## config.mk

```make
export PLATFORM = sky130hd
export DESIGN_NAME = dither_lock_core_flat
export DESIGN_NICKNAME = d
export VERILOG_FILES = /design/src/rtl/dither_lock_if.sv /design/src/rtl/dither_lock_core.sv /design/src/flat_wrapper.sv
export SDC_FILE = /design/constraint.sdc
export NUM_CORES = 1
export LEC_CHECK = 0
export ABC_AREA = 1
export ABC_CLOCK_PERIOD_IN_PS = 2910
export BUFFER_PORTS_ARGS = -buffer_cell sky130_fd_sc_hd__buf_2
export CORE_UTILIZATION = 49
export CTS_CLUSTER_DIAMETER = 50
export DETAILED_ROUTE_END_ITERATION = 6
export MAX_ROUTING_LAYER = met4
export PLACE_DENSITY = 0.83
export SLEW_MARGIN = 20
export SYNTH_ARGS = -nofsm -noshare
export SYNTH_HDL_FRONTEND = slang
export SYNTH_SLANG_ARGS = --single-unit
```

## constraint.sdc

```tcl
create_clock -name clk -period 2.91 [get_ports clk]
set_input_delay 0.291 -clock clk [delete_from_list [all_inputs] [get_ports clk]]
set_output_delay 0.291 -clock clk [all_outputs]
set_load 0.005 [all_outputs]
```

## src/rtl/dither_lock_if.sv

```systemverilog
// Bundles the lock controls, the error/dither data path and the
// dither-gating handshake (inhtrig out / inthld in) of the dither-lock engine.
interface dither_lock_if #(
   parameter int N_B   = 16,
   parameter int N_ACC = 32
);
   logic                    en;
   logic                    clr;
   logic                    inthld;
   logic signed [N_B-1:0]   amp;
   logic signed [N_B-1:0]   err_in;
   logic signed [N_B-1:0]   dith_out;
   logic                    inhtrig;
   logic signed [N_ACC-1:0] demod;
   logic                    demod_vld;
   logic signed [N_B-1:0]   lock_out;
   logic                    sat;

   modport master (
      output en, clr, inthld, amp, err_in,
      input  dith_out, inhtrig, demod, demod_vld, lock_out, sat
   );

   modport slave (
      input  en, clr, inthld, amp, err_in,
      output dith_out, inhtrig, demod, demod_vld, lock_out, sat
   );
endinterface

```

## src/rtl/dither_lock_core.sv

```systemverilog
// Dither-lock engine: square-wave dither generator, synchronous demodulator
// over one full dither period, and a saturating integrator producing the
// lock correction. All outputs come straight from registers.
module dither_lock_core #(
   parameter int N_B     = 16,
   parameter int N_HALF  = 64,
   parameter int N_SKIP  = 8,
   parameter int N_ACC   = 32,
   parameter int N_INT   = 32,
   parameter int N_SHIFT = 4
) (
   input  logic          clk,
   input  logic          rst_n,
   dither_lock_if.slave  bus
);

   localparam int PW = $clog2(2 * N_HALF);
   localparam int SW = ((N_ACC > N_INT) ? N_ACC : N_INT) + 1;

   localparam logic [PW-1:0] PH_ZERO = PW'(0);
   localparam logic [PW-1:0] PH_ONE  = PW'(1);
   localparam logic [PW-1:0] PH_HALF = PW'(N_HALF);
   localparam logic [PW-1:0] PH_LAST = PW'(2 * N_HALF - 1);
   localparam logic [PW-1:0] PH_SKIP = PW'(N_SKIP);

   // Integrator limits, widened to the sum width so the clamp compare is exact.
   localparam logic signed [SW-1:0] INT_MAX_X = {{(SW-N_INT+1){1'b0}}, {(N_INT-1){1'b1}}};
   localparam logic signed [SW-1:0] INT_MIN_X = {{(SW-N_INT+1){1'b1}}, {(N_INT-1){1'b0}}};

   typedef enum logic [0:0] {
      ST_IDLE = 1'b0,
      ST_RUN  = 1'b1
   } state_t;

   state_t                  state_r;
   state_t                  state_nxt_s;
   logic [PW-1:0]           phase_r;
   logic [PW-1:0]           phase_nxt_s;
   logic signed [N_B-1:0]   dith_r;
   logic signed [N_B-1:0]   dith_nxt_s;
   logic                    inhtrig_r;
   logic                    inhtrig_nxt_s;
   logic                    run_active_s;
   logic                    period_end_s;

   logic [PW-1:0]           pmod_s;
   logic signed [N_ACC-1:0] err_ext_s;
   logic signed [N_ACC-1:0] term_s;
   logic signed [N_ACC-1:0] acc_sum_s;
   logic signed [N_ACC-1:0] acc_r;
   logic signed [N_ACC-1:0] demod_r;
   logic                    demod_vld_r;

   logic signed [N_ACC-1:0] dsh_s;
   logic signed [SW-1:0]    integ_ext_s;
   logic signed [SW-1:0]    dsh_ext_s;
   logic signed [SW-1:0]    sum_s;
   logic signed [N_INT-1:0] integ_r;
   logic signed [N_INT-1:0] integ_nxt_s;
   logic                    sat_r;
   logic                    sat_nxt_s;
   logic signed [N_B-1:0]   lock_r;

   // State, phase and dither output registers.
   always_ff @(posedge clk or negedge rst_n) begin
      if (!rst_n) begin
         state_r   <= ST_IDLE;
         phase_r   <= PH_ZERO;
         dith_r    <= {N_B{1'b0}};
         inhtrig_r <= 1'b0;
      end else begin
         state_r   <= state_nxt_s;
         phase_r   <= phase_nxt_s;
         dith_r    <= dith_nxt_s;
         inhtrig_r <= inhtrig_nxt_s;
      end
   end

   // Next state/phase; dither and trigger are precomputed for the next phase so they line up with it.
   always_comb begin
      state_nxt_s   = ST_IDLE;
      phase_nxt_s   = PH_ZERO;
      dith_nxt_s    = {N_B{1'b0}};
      inhtrig_nxt_s = 1'b0;
      case (state_r)
         ST_IDLE: begin
            if (bus.en) begin
               state_nxt_s = ST_RUN;
            end else begin
               state_nxt_s = ST_IDLE;
            end
            phase_nxt_s = PH_ZERO;
         end
         ST_RUN: begin
            if (bus.en) begin
               state_nxt_s = ST_RUN;
               if (phase_r == PH_LAST) begin
                  phase_nxt_s = PH_ZERO;
               end else begin
                  phase_nxt_s = phase_r + PH_ONE;
               end
            end else begin
               state_nxt_s = ST_IDLE;
               phase_nxt_s = PH_ZERO;
            end
         end
         default: begin
            state_nxt_s = ST_IDLE;
            phase_nxt_s = PH_ZERO;
         end
      endcase
      if (state_nxt_s == ST_RUN) begin
         if (phase_nxt_s < PH_HALF) begin
            dith_nxt_s = bus.amp;
         end else begin
            dith_nxt_s = -bus.amp;
         end
         inhtrig_nxt_s = (phase_nxt_s == PH_ZERO);
      end else begin
         dith_nxt_s    = {N_B{1'b0}};
         inhtrig_nxt_s = 1'b0;
      end
   end

   // Demodulator term: sign follows the dither half, settling samples contribute zero.
   always_comb begin
      run_active_s = (state_r == ST_RUN) && bus.en;
      period_end_s = run_active_s && (phase_r == PH_LAST);
      if (phase_r < PH_HALF) begin
         pmod_s = phase_r;
      end else begin
         pmod_s = phase_r - PH_HALF;
      end
      err_ext_s = {{(N_ACC-N_B){bus.err_in[N_B-1]}}, bus.err_in};
      if (pmod_s >= PH_SKIP) begin
         if (phase_r < PH_HALF) begin
            term_s = err_ext_s;
         end else begin
            term_s = -err_ext_s;
         end
      end else begin
         term_s = {N_ACC{1'b0}};
      end
      if (phase_r == PH_ZERO) begin
         acc_sum_s = term_s;
      end else begin
         acc_sum_s = acc_r + term_s;
      end
   end

   // Period accumulator; cleared whenever the engine is not running so an abort drops the partial sum.
   always_ff @(posedge clk or negedge rst_n) begin
      if (!rst_n) begin
         acc_r <= {N_ACC{1'b0}};
      end else if (run_active_s) begin
         acc_r <= acc_sum_s;
      end else begin
         acc_r <= {N_ACC{1'b0}};
      end
   end

   // Publish the completed period sum together with a one-cycle valid.
   always_ff @(posedge clk or negedge rst_n) begin
      if (!rst_n) begin
         demod_r     <= {N_ACC{1'b0}};
         demod_vld_r <= 1'b0;
      end else if (period_end_s) begin
         demod_r     <= acc_sum_s;
         demod_vld_r <= 1'b1;
      end else begin
         demod_vld_r <= 1'b0;
      end
   end

   // Integrator next value: clear wins, otherwise add the scaled demod on valid unless held, with clamping.
   always_comb begin
      dsh_s       = demod_r >>> N_SHIFT;
      integ_ext_s = {{(SW-N_INT){integ_r[N_INT-1]}}, integ_r};
      dsh_ext_s   = {{(SW-N_ACC){dsh_s[N_ACC-1]}}, dsh_s};
      sum_s       = integ_ext_s + dsh_ext_s;
      integ_nxt_s = integ_r;
      sat_nxt_s   = sat_r;
      if (bus.clr) begin
         integ_nxt_s = {N_INT{1'b0}};
         sat_nxt_s   = 1'b0;
      end else if (demod_vld_r && !bus.inthld) begin
         if (sum_s > INT_MAX_X) begin
            integ_nxt_s = INT_MAX_X[N_INT-1:0];
            sat_nxt_s   = 1'b1;
         end else if (sum_s < INT_MIN_X) begin
            integ_nxt_s = INT_MIN_X[N_INT-1:0];
            sat_nxt_s   = 1'b1;
         end else begin
            integ_nxt_s = sum_s[N_INT-1:0];
         end
      end else begin
         integ_nxt_s = integ_r;
         sat_nxt_s   = sat_r;
      end
   end

   // Integrator, sticky saturation flag and the lock output taken from the integrator's top bits.
   always_ff @(posedge clk or negedge rst_n) begin
      if (!rst_n) begin
         integ_r <= {N_INT{1'b0}};
         sat_r   <= 1'b0;
         lock_r  <= {N_B{1'b0}};
      end else begin
         integ_r <= integ_nxt_s;
         sat_r   <= sat_nxt_s;
         lock_r  <= integ_nxt_s[N_INT-1 -: N_B];
      end
   end

   assign bus.dith_out  = dith_r;
   assign bus.inhtrig   = inhtrig_r;
   assign bus.demod     = demod_r;
   assign bus.demod_vld = demod_vld_r;
   assign bus.lock_out  = lock_r;
   assign bus.sat       = sat_r;

endmodule

```

## src/flat_wrapper.sv

```systemverilog
// flat-port wrapper written by rule: the top's interface ports become plain ports
module dither_lock_core_flat 
#(
   parameter int N_B     = 16,
   parameter int N_HALF  = 64,
   parameter int N_SKIP  = 8,
   parameter int N_ACC   = 32,
   parameter int N_INT   = 32,
   parameter int N_SHIFT = 4
)
  (clk, rst_n, bus_en, bus_clr, bus_inthld, bus_amp, bus_err_in, bus_dith_out, bus_inhtrig, bus_demod, bus_demod_vld, bus_lock_out, bus_sat);
  dither_lock_if #(.N_B(N_B), .N_ACC(N_ACC)) bus_i ();
  input  logic clk;
  input  logic rst_n;
  input wire logic [$bits(bus_i.en)-1:0] bus_en;
  input wire logic [$bits(bus_i.clr)-1:0] bus_clr;
  input wire logic [$bits(bus_i.inthld)-1:0] bus_inthld;
  input wire logic [$bits(bus_i.amp)-1:0] bus_amp;
  input wire logic [$bits(bus_i.err_in)-1:0] bus_err_in;
  output wire logic [$bits(bus_i.dith_out)-1:0] bus_dith_out;
  output wire logic [$bits(bus_i.inhtrig)-1:0] bus_inhtrig;
  output wire logic [$bits(bus_i.demod)-1:0] bus_demod;
  output wire logic [$bits(bus_i.demod_vld)-1:0] bus_demod_vld;
  output wire logic [$bits(bus_i.lock_out)-1:0] bus_lock_out;
  output wire logic [$bits(bus_i.sat)-1:0] bus_sat;
  assign bus_i.en = bus_en;
  assign bus_i.clr = bus_clr;
  assign bus_i.inthld = bus_inthld;
  assign bus_i.amp = bus_amp;
  assign bus_i.err_in = bus_err_in;
  assign bus_dith_out = bus_i.dith_out;
  assign bus_inhtrig = bus_i.inhtrig;
  assign bus_demod = bus_i.demod;
  assign bus_demod_vld = bus_i.demod_vld;
  assign bus_lock_out = bus_i.lock_out;
  assign bus_sat = bus_i.sat;
  dither_lock_core #(.N_B(N_B), .N_HALF(N_HALF), .N_SKIP(N_SKIP), .N_ACC(N_ACC), .N_INT(N_INT), .N_SHIFT(N_SHIFT)) u_core (.clk(clk), .rst_n(rst_n), .bus(bus_i));
endmodule
```

Word-level counts from Yosys, hierarchy flattened
Index checks and enable logic that the tools add are counted.
W data, S select, Z words.

word-level totals
  register bits after elaboration = 123
  input port bits = 37
  output and inout bits = 67
  logic and storage cells = 53

cells by class
  $add $sub $neg = 6
  order comparisons = 5
  equal/unequal tests = 1
  multiplexer cells = 21
  bitwise logic cells = 1
  reduce and logical (&&, ||, !) cells = 9

operator list
  cell                    number
  $mux W32                8
  $add A32 B28 Y33        1
  $gt A33 B32 Y1 const B  1
  $lt A33 B32 Y1 const B  1
  $add A32 B32 Y32        1
  $mux W16                2
  $neg A16 Y32            1
  $mux W7                 3
  $neg A16 Y16            1
  $logic_not A7 Y1        2
  $lt A7 B7 Y1 const B    2
  $pmux W7 S2             1
  $add A7 B1 Y7 const B   1
  $eq A7 B7 Y1 const B    1
  $ge A7 B4 Y1 const B    1
  $mux W1                 7
  $sub A7 B7 Y7 const B   1
  $logic_and A1 B1 Y1     3
  $reduce_bool A3 Y1      1
  $reduce_and A2 Y1       1
  $reduce_bool A2 Y1      1
  $logic_not A1 Y1        1
  $not A1 Y1              1

Depth between registers and ports, before layout
  depth after elaboration = 7
  gate-level depth with buffers = 23
  mapped depth without buffers = 23

Worst setup path before layout
Ideal clock, no wire load.

  path kind = input to register
  start = input port bus_err_in[0]
  end = register u_core.acc_r[25]
  setup time = 0.132 ns
  data arrival time = 2.901 ns
  data required time = 2.778 ns
  setup slack = -0.123 ns
  cell stages on the path = 19
  buffers on the path = 0
  path through = inv_1 -> ha_1 -> inv_1 -> nor3_1 -> nand2_1 -> nor2_1 -> nand4_1 -> o21ai_1 -> a21oi_1 -> ha_1 -> a21oi_1 -> inv_1 -> nor2_1 -> nand2_1 -> a21oi_1 -> nand2_1 -> or2_2 -> nand3_1 -> nor2_1

between the ends
  cells in the longest elaborated chain, start to end = 6

RTL lines
  element                 line                     text
  start: declaration      flat_wrapper.sv:19       input wire logic [$bits(bus_i.err_in)-1:0] bus_err_in;
  $neg A16 Y32            dither_lock_core.sv:139  term_s = -err_ext_s;
  $mux W32 (*)            dither_lock_core.sv:136  if (phase_r < PH_HALF) begin
  $mux W32 (*)            dither_lock_core.sv:135  if (pmod_s >= PH_SKIP) begin
  $add A32 B32 Y32        dither_lock_core.sv:147  acc_sum_s = acc_r + term_s;
  $mux W32 (*)            dither_lock_core.sv:144  if (phase_r == PH_ZERO) begin
  $mux W32 (*)            dither_lock_core.sv:155  end else if (run_active_s) begin
  end signal: assignment  dither_lock_core.sv:154  acc_r <= {N_ACC{1'b0}};
  end signal: assignment  dither_lock_core.sv:156  acc_r <= acc_sum_s;
  end signal: assignment  dither_lock_core.sv:158  acc_r <= {N_ACC{1'b0}};
  end: declaration        dither_lock_core.sv:50   logic signed [N_ACC-1:0] acc_r;

Every way passes the cells marked *; elsewhere a longest branch is shown, timed or not.
A chain may end at the register's enable or synchronous reset.

Worst setup path after layout
  start = input port bus_err_in[1]
  end = register u_core.demod_r[31], in the netlist u_core.bus.demod[31]

between the ends
  cells in the longest elaborated chain, start to end = 5

RTL lines
  element                 line                     text
  $neg A16 Y32            dither_lock_core.sv:139
  $mux W32 (*)            dither_lock_core.sv:136
  $mux W32 (*)            dither_lock_core.sv:135
  $add A32 B32 Y32        dither_lock_core.sv:147
  $mux W32 (*)            dither_lock_core.sv:144
  end signal: assignment  dither_lock_core.sv:165  demod_r <= {N_ACC{1'b0}};
  end signal: assignment  dither_lock_core.sv:168  demod_r <= acc_sum_s;
  end: declaration        dither_lock_core.sv:51   logic signed [N_ACC-1:0] demod_r;

Marks and branches as above.

==> impl_metrics.ini <==
[outcome]
run_status = finished with violations
violated_checks = setup timing

[layout]
antenna_cells = 0
design_area_sq_um = 12200
num-nets-final = 1679
multi_input_gate_area_in_the_final_layout_sq_um = 5910
area_delta_synth_final_pct = 29.0
nFillCells = 1636
area.sequential_sq_um = 3080
drive_above_1_share = 0.269

[hold_path]
hold_path_class = in2reg

[synth]
synthCells = 1352
post_synth.cell_area_avg_sq_um = 6.97
yosys_warnings = 0
dominantRegCellSynth = sky130_fd_sc_hd__dfrtp_1
ys_top_cells_by_area = sky130_fd_sc_hd__dfrtp_1, sky130_fd_sc_hd__nand2_1, sky130_fd_sc_hd__ha_1
synth.largest_area_cell = sky130_fd_sc_hd__dfrtp_1
synth_largest_type_area_fraction = 0.327
synth-edff-count = 0
synthArstFlopShare = 1.00
synth.ff_latch_count = 123
seq_area_frac_synth = 0.327
synthesis.area_sq_um = 9420
synth_cell_type_count = 45
syn-num-nets = 1459

[sta]
final_min_period_over_clock_period = 1.04
tightest_slew_ns = 0.664
timing_limited_maximum_frequency_ghz = 0.330
grt_setup_unrepaired = yes
slew_headroom = 0.556
clock_skew_ns = 0.0156
timing.setup.tns_ns = -0.281
period_minus_slack_ns = 3.03
setup_viol = 4
finalHoldViolations = 0
setup_ws_ns = -0.122
report.final.slew_viol_count = 0

[pwr]
power_density_nw_per_um2 = 336
power.net_switching_mw = 1.06
power.leakage_nw = 6.65
ir_worst_vdd_mv = 0.406
clock_power_share = 0.519
pwr-share-seq = 0.424
comb_power_share = 0.057
p_int_mw = 3.02
p_sw_frac = 0.261

[route]
wl_mm = 28.8
post_drt_via_cell_ratio = 5.43
drt_first_pass_iters = 5
remaining_drcs = 0
vias = 9875
detail_route.iter0.violations = 627
drt-wirelength-per-cell_um = 15.8
drt.antenna.violating_nets = 0

[placement]
dp_hpwl_mm = 21.5
dpl-instance-area_sq_um = 11000
io_buffer_count = 103
gp_routability_congestion = 1.03
dp_worst_setup_slack_ns = -0.576

[cts]
numClockSinks = 123
cts_inserted_buffers = 17
cts_tree = built
clkLatencyLatePin_ns = 0.44
ctsHtreeMaxLevel = 4
clk_path_buf_depth = 2
clk_root_buffer_cell = sky130_fd_sc_hd__clkbuf_16
clock_transition_time_at_the_flip_flop_clock_pins_of_the_worst_setup_and_hold_paths_ns = 0.06

[setup_path]
crit_required_ns = 3.28
critical_path_peak_fanout = 6
critical_path_class = in2reg
crit_path_start_kind = input port
timing.critical_path.to_type = flip-flop
cp.arrival_ns = 3.40

[die]
pin_count = 104
fp.dieArea_sq_um = 19800
initial_utilization = 0.502
num_rows = 50
die-height_um = 141
chipWidth_um = 141
core_region_area_sq_um = 18800

[global_route]
grt_use_total = 0.298
antenna_found_initial = 0
via_count_of_the_first_global_routing_pass = 9316
globalRoute.totalOverflow = 0
grt_first_pass_wirelength_mm = 44.8
grt_max_degree = 54

[flow_run]
cap_violations = 0
==> path summary, 6_finish.rpt <==
kind / end / slack [ns] / startpoint / cells past startpoint
min in group asynchronous: u_core.integ_r[0] / 0.37 / rst_n / 2
worst max register to register: u_core.bus.demod[31] / 0.05 / u_core.phase_r[6] / 16
worst max-delay path: u_core.bus.demod[31] / -0.12 / bus_err_in[1] / 22
max in group asynchronous: u_core.phase_r[3] / 1.64 / rst_n / 3
worst min register to register: u_core.bus.demod[1] / 0.48 / u_core.bus.demod[1] / 2
worst min-delay path: u_core.bus.dith_out[8] / 0.06 / bus_amp[8] / 2
==> cell usage after synthesis (3+ instances only) <==
| master | instances |
|---|---|
| sky130_fd_sc_hd__a21boi_0 | 3 |
| sky130_fd_sc_hd__o211ai_1 | 17 |
| sky130_fd_sc_hd__a21o_1 | 7 |
| sky130_fd_sc_hd__a31oi_1 | 3 |
| sky130_fd_sc_hd__ha_1 | 68 |
| sky130_fd_sc_hd__or2_2 | 8 |
| sky130_fd_sc_hd__inv_1 | 152 |
| sky130_fd_sc_hd__xnor2_1 | 17 |
| sky130_fd_sc_hd__o21ai_0 | 85 |
| sky130_fd_sc_hd__o21bai_1 | 15 |
| sky130_fd_sc_hd__nor3_1 | 30 |
| sky130_fd_sc_hd__o21a_1 | 3 |
| sky130_fd_sc_hd__buf_2 | 4 |
| sky130_fd_sc_hd__nand3b_1 | 3 |
| sky130_fd_sc_hd__nand2_1 | 358 |
| sky130_fd_sc_hd__a21oi_1 | 118 |
| sky130_fd_sc_hd__buf_6 | 3 |
| sky130_fd_sc_hd__nand4_1 | 15 |
| sky130_fd_sc_hd__clkbuf_1 | 20 |
| sky130_fd_sc_hd__xor2_1 | 16 |
| sky130_fd_sc_hd__nand3_2 | 10 |
| sky130_fd_sc_hd__dfrtp_1 | 123 |
| sky130_fd_sc_hd__nor4_1 | 5 |
| sky130_fd_sc_hd__inv_2 | 8 |
| sky130_fd_sc_hd__nand3_1 | 61 |
| sky130_fd_sc_hd__nand2_2 | 10 |
| sky130_fd_sc_hd__o21ai_1 | 5 |
| sky130_fd_sc_hd__nor2_1 | 141 |
| sky130_fd_sc_hd__nor2_2 | 3 |
| sky130_fd_sc_hd__and3_1 | 4 |
| sky130_fd_sc_hd__buf_4 | 16 |
==> cells in the final DEF, fill, tap and decap left out, types with 4 or more instances in the layout <==
| master | netlist | routed |
|---|---|---|
| sky130_fd_sc_hd__clkbuf_16 | 0 | 17 |
| sky130_fd_sc_hd__buf_12 | 0 | 6 |
| sky130_fd_sc_hd__nor2_1 | 141 | 123 |
| sky130_fd_sc_hd__o21bai_1 | 15 | 13 |
| sky130_fd_sc_hd__ha_1 | 68 | 66 |
| sky130_fd_sc_hd__or2_2 | 8 | 7 |
| sky130_fd_sc_hd__nor2_4 | 0 | 4 |
| sky130_fd_sc_hd__nand3_1 | 61 | 53 |
| sky130_fd_sc_hd__inv_6 | 0 | 5 |
| sky130_fd_sc_hd__inv_2 | 8 | 12 |
| sky130_fd_sc_hd__xor2_1 | 16 | 16 |
| sky130_fd_sc_hd__a21o_1 | 7 | 7 |
| sky130_fd_sc_hd__o21ai_1 | 5 | 22 |
| sky130_fd_sc_hd__nand2_1 | 358 | 333 |
| sky130_fd_sc_hd__o211ai_1 | 17 | 17 |
| sky130_fd_sc_hd__nor3_1 | 30 | 22 |
| sky130_fd_sc_hd__nor2_2 | 3 | 17 |
| sky130_fd_sc_hd__o21ai_0 | 85 | 64 |
| sky130_fd_sc_hd__nor4_1 | 5 | 4 |
| sky130_fd_sc_hd__buf_4 | 16 | 130 |
| sky130_fd_sc_hd__nand3_2 | 10 | 18 |
| sky130_fd_sc_hd__buf_2 | 4 | 100 |
| sky130_fd_sc_hd__inv_8 | 0 | 4 |
| sky130_fd_sc_hd__inv_1 | 152 | 145 |
| sky130_fd_sc_hd__a21oi_1 | 118 | 98 |
| sky130_fd_sc_hd__dfrtp_1 | 123 | 121 |
| sky130_fd_sc_hd__nand4_1 | 15 | 15 |
| sky130_fd_sc_hd__and3_1 | 4 | 4 |
| sky130_fd_sc_hd__nor3_2 | 0 | 7 |
| sky130_fd_sc_hd__nand2_2 | 10 | 33 |
| sky130_fd_sc_hd__a21oi_2 | 2 | 21 |
| sky130_fd_sc_hd__buf_6 | 3 | 6 |
| sky130_fd_sc_hd__xnor2_1 | 17 | 16 |
| sky130_fd_sc_hd__o21ai_2 | 0 | 4 |
==> cell families after synthesis <==
group,after synthesis,share of synthesized area
AOI/OAI and AO/OA,266,0.158
xor gates and xnor gates,33,0.0307
buffers and inverters,203,0.0902
and+or+nand+nor,657,0.300
DFF,123,0.327
adders and majority gates,70,0.0946
==> sequential cells by signal (all words and copies together), names as in the netlist <==
signal / flops
u_core.acc_r: 32
u_core.bus.demod: 32
u_core.bus.demod_vld: 1
u_core.bus.dith_out: 16
u_core.bus.inhtrig: 1
u_core.bus.lock_out: 16
u_core.bus.sat: 1
u_core.integ_r: 16
u_core.phase_r: 7
u_core.state_r: 1
==> critical path, stage by stage <==
cell and delay (ns):
sky130_fd_sc_hd__buf_8 0.10, sky130_fd_sc_hd__inv_4 0.06, sky130_fd_sc_hd__ha_4 0.14, sky130_fd_sc_hd__inv_4 0.04
sky130_fd_sc_hd__nor3_4 0.21, sky130_fd_sc_hd__nand2_2 0.11, sky130_fd_sc_hd__nor2_4 0.13, sky130_fd_sc_hd__nand4_1 0.17
sky130_fd_sc_hd__o21ai_2 0.19, sky130_fd_sc_hd__buf_6 0.17, sky130_fd_sc_hd__buf_6 0.12, sky130_fd_sc_hd__a21oi_2 0.05
sky130_fd_sc_hd__ha_1 0.36, sky130_fd_sc_hd__a21oi_1 0.20, sky130_fd_sc_hd__nor2_1 0.07, sky130_fd_sc_hd__o21ai_0 0.24
sky130_fd_sc_hd__nand2_1 0.11, sky130_fd_sc_hd__a21oi_2 0.13, sky130_fd_sc_hd__nand2_2 0.08, sky130_fd_sc_hd__xnor2_2 0.22
sky130_fd_sc_hd__nand3_2 0.12, sky130_fd_sc_hd__nand2_1 0.10
==> through the flow <==
stage	util	hold WS, ns	std cells	power, mW
after global placement	0.584	0.307	1765	1.97
after global routing	0.648	0.0719	1819	4.22
final	0.648	0.0574	1819	4.08
after detailed placement	0.584	0.315	1765	1.97
after floorplan	-	-0.00459	1352	1.84
after CTS	0.618	0.0458	1798	4.10
==> per-layer routing <==
metal / wire [um] / vias up / track usage
met5: 0 / - / -
li1: - / 4901 / -
met3: 1430 / 58 / 0.0632
met1: 12300 / 4631 / 0.353
met2: 14100 / 285 / 0.501
met4: 864 / 0 / 0.106
==> area by class of cell <==
cell class                      instances  share of cell area
Multi-Input combinational cell       1026               0.486
Sequential cell                       123               0.253
Inverter                              160              0.0500
Tap cell                              234              0.0241
Clock buffer                           17              0.0350
Clock inverter                         15              0.0128
Timing Repair Buffer                  244               0.139
==> power by group through the flow <==
stage                     logic, mW  clock network (mW)  registers [mW]
after CTS                     0.216                2.15            1.73
after detailed placement      0.213                   0            1.76
after global placement        0.206                   0            1.76
final                         0.234                2.12            1.73
after global routing          0.259                2.23            1.73
after floorplan              0.0756                   0            1.76
==> timing repair <==
item / 4_1_cts / 5_1_grt
resized for setup: 13 / 135
pin swaps: 2 / 62
hold buffers: 1 / 0
setup endpoints to repair: 22 / 44
setup buffers: 0 / 21
hold endpoints to repair: 37 / 0
Power figures use the tool's default switching activity.
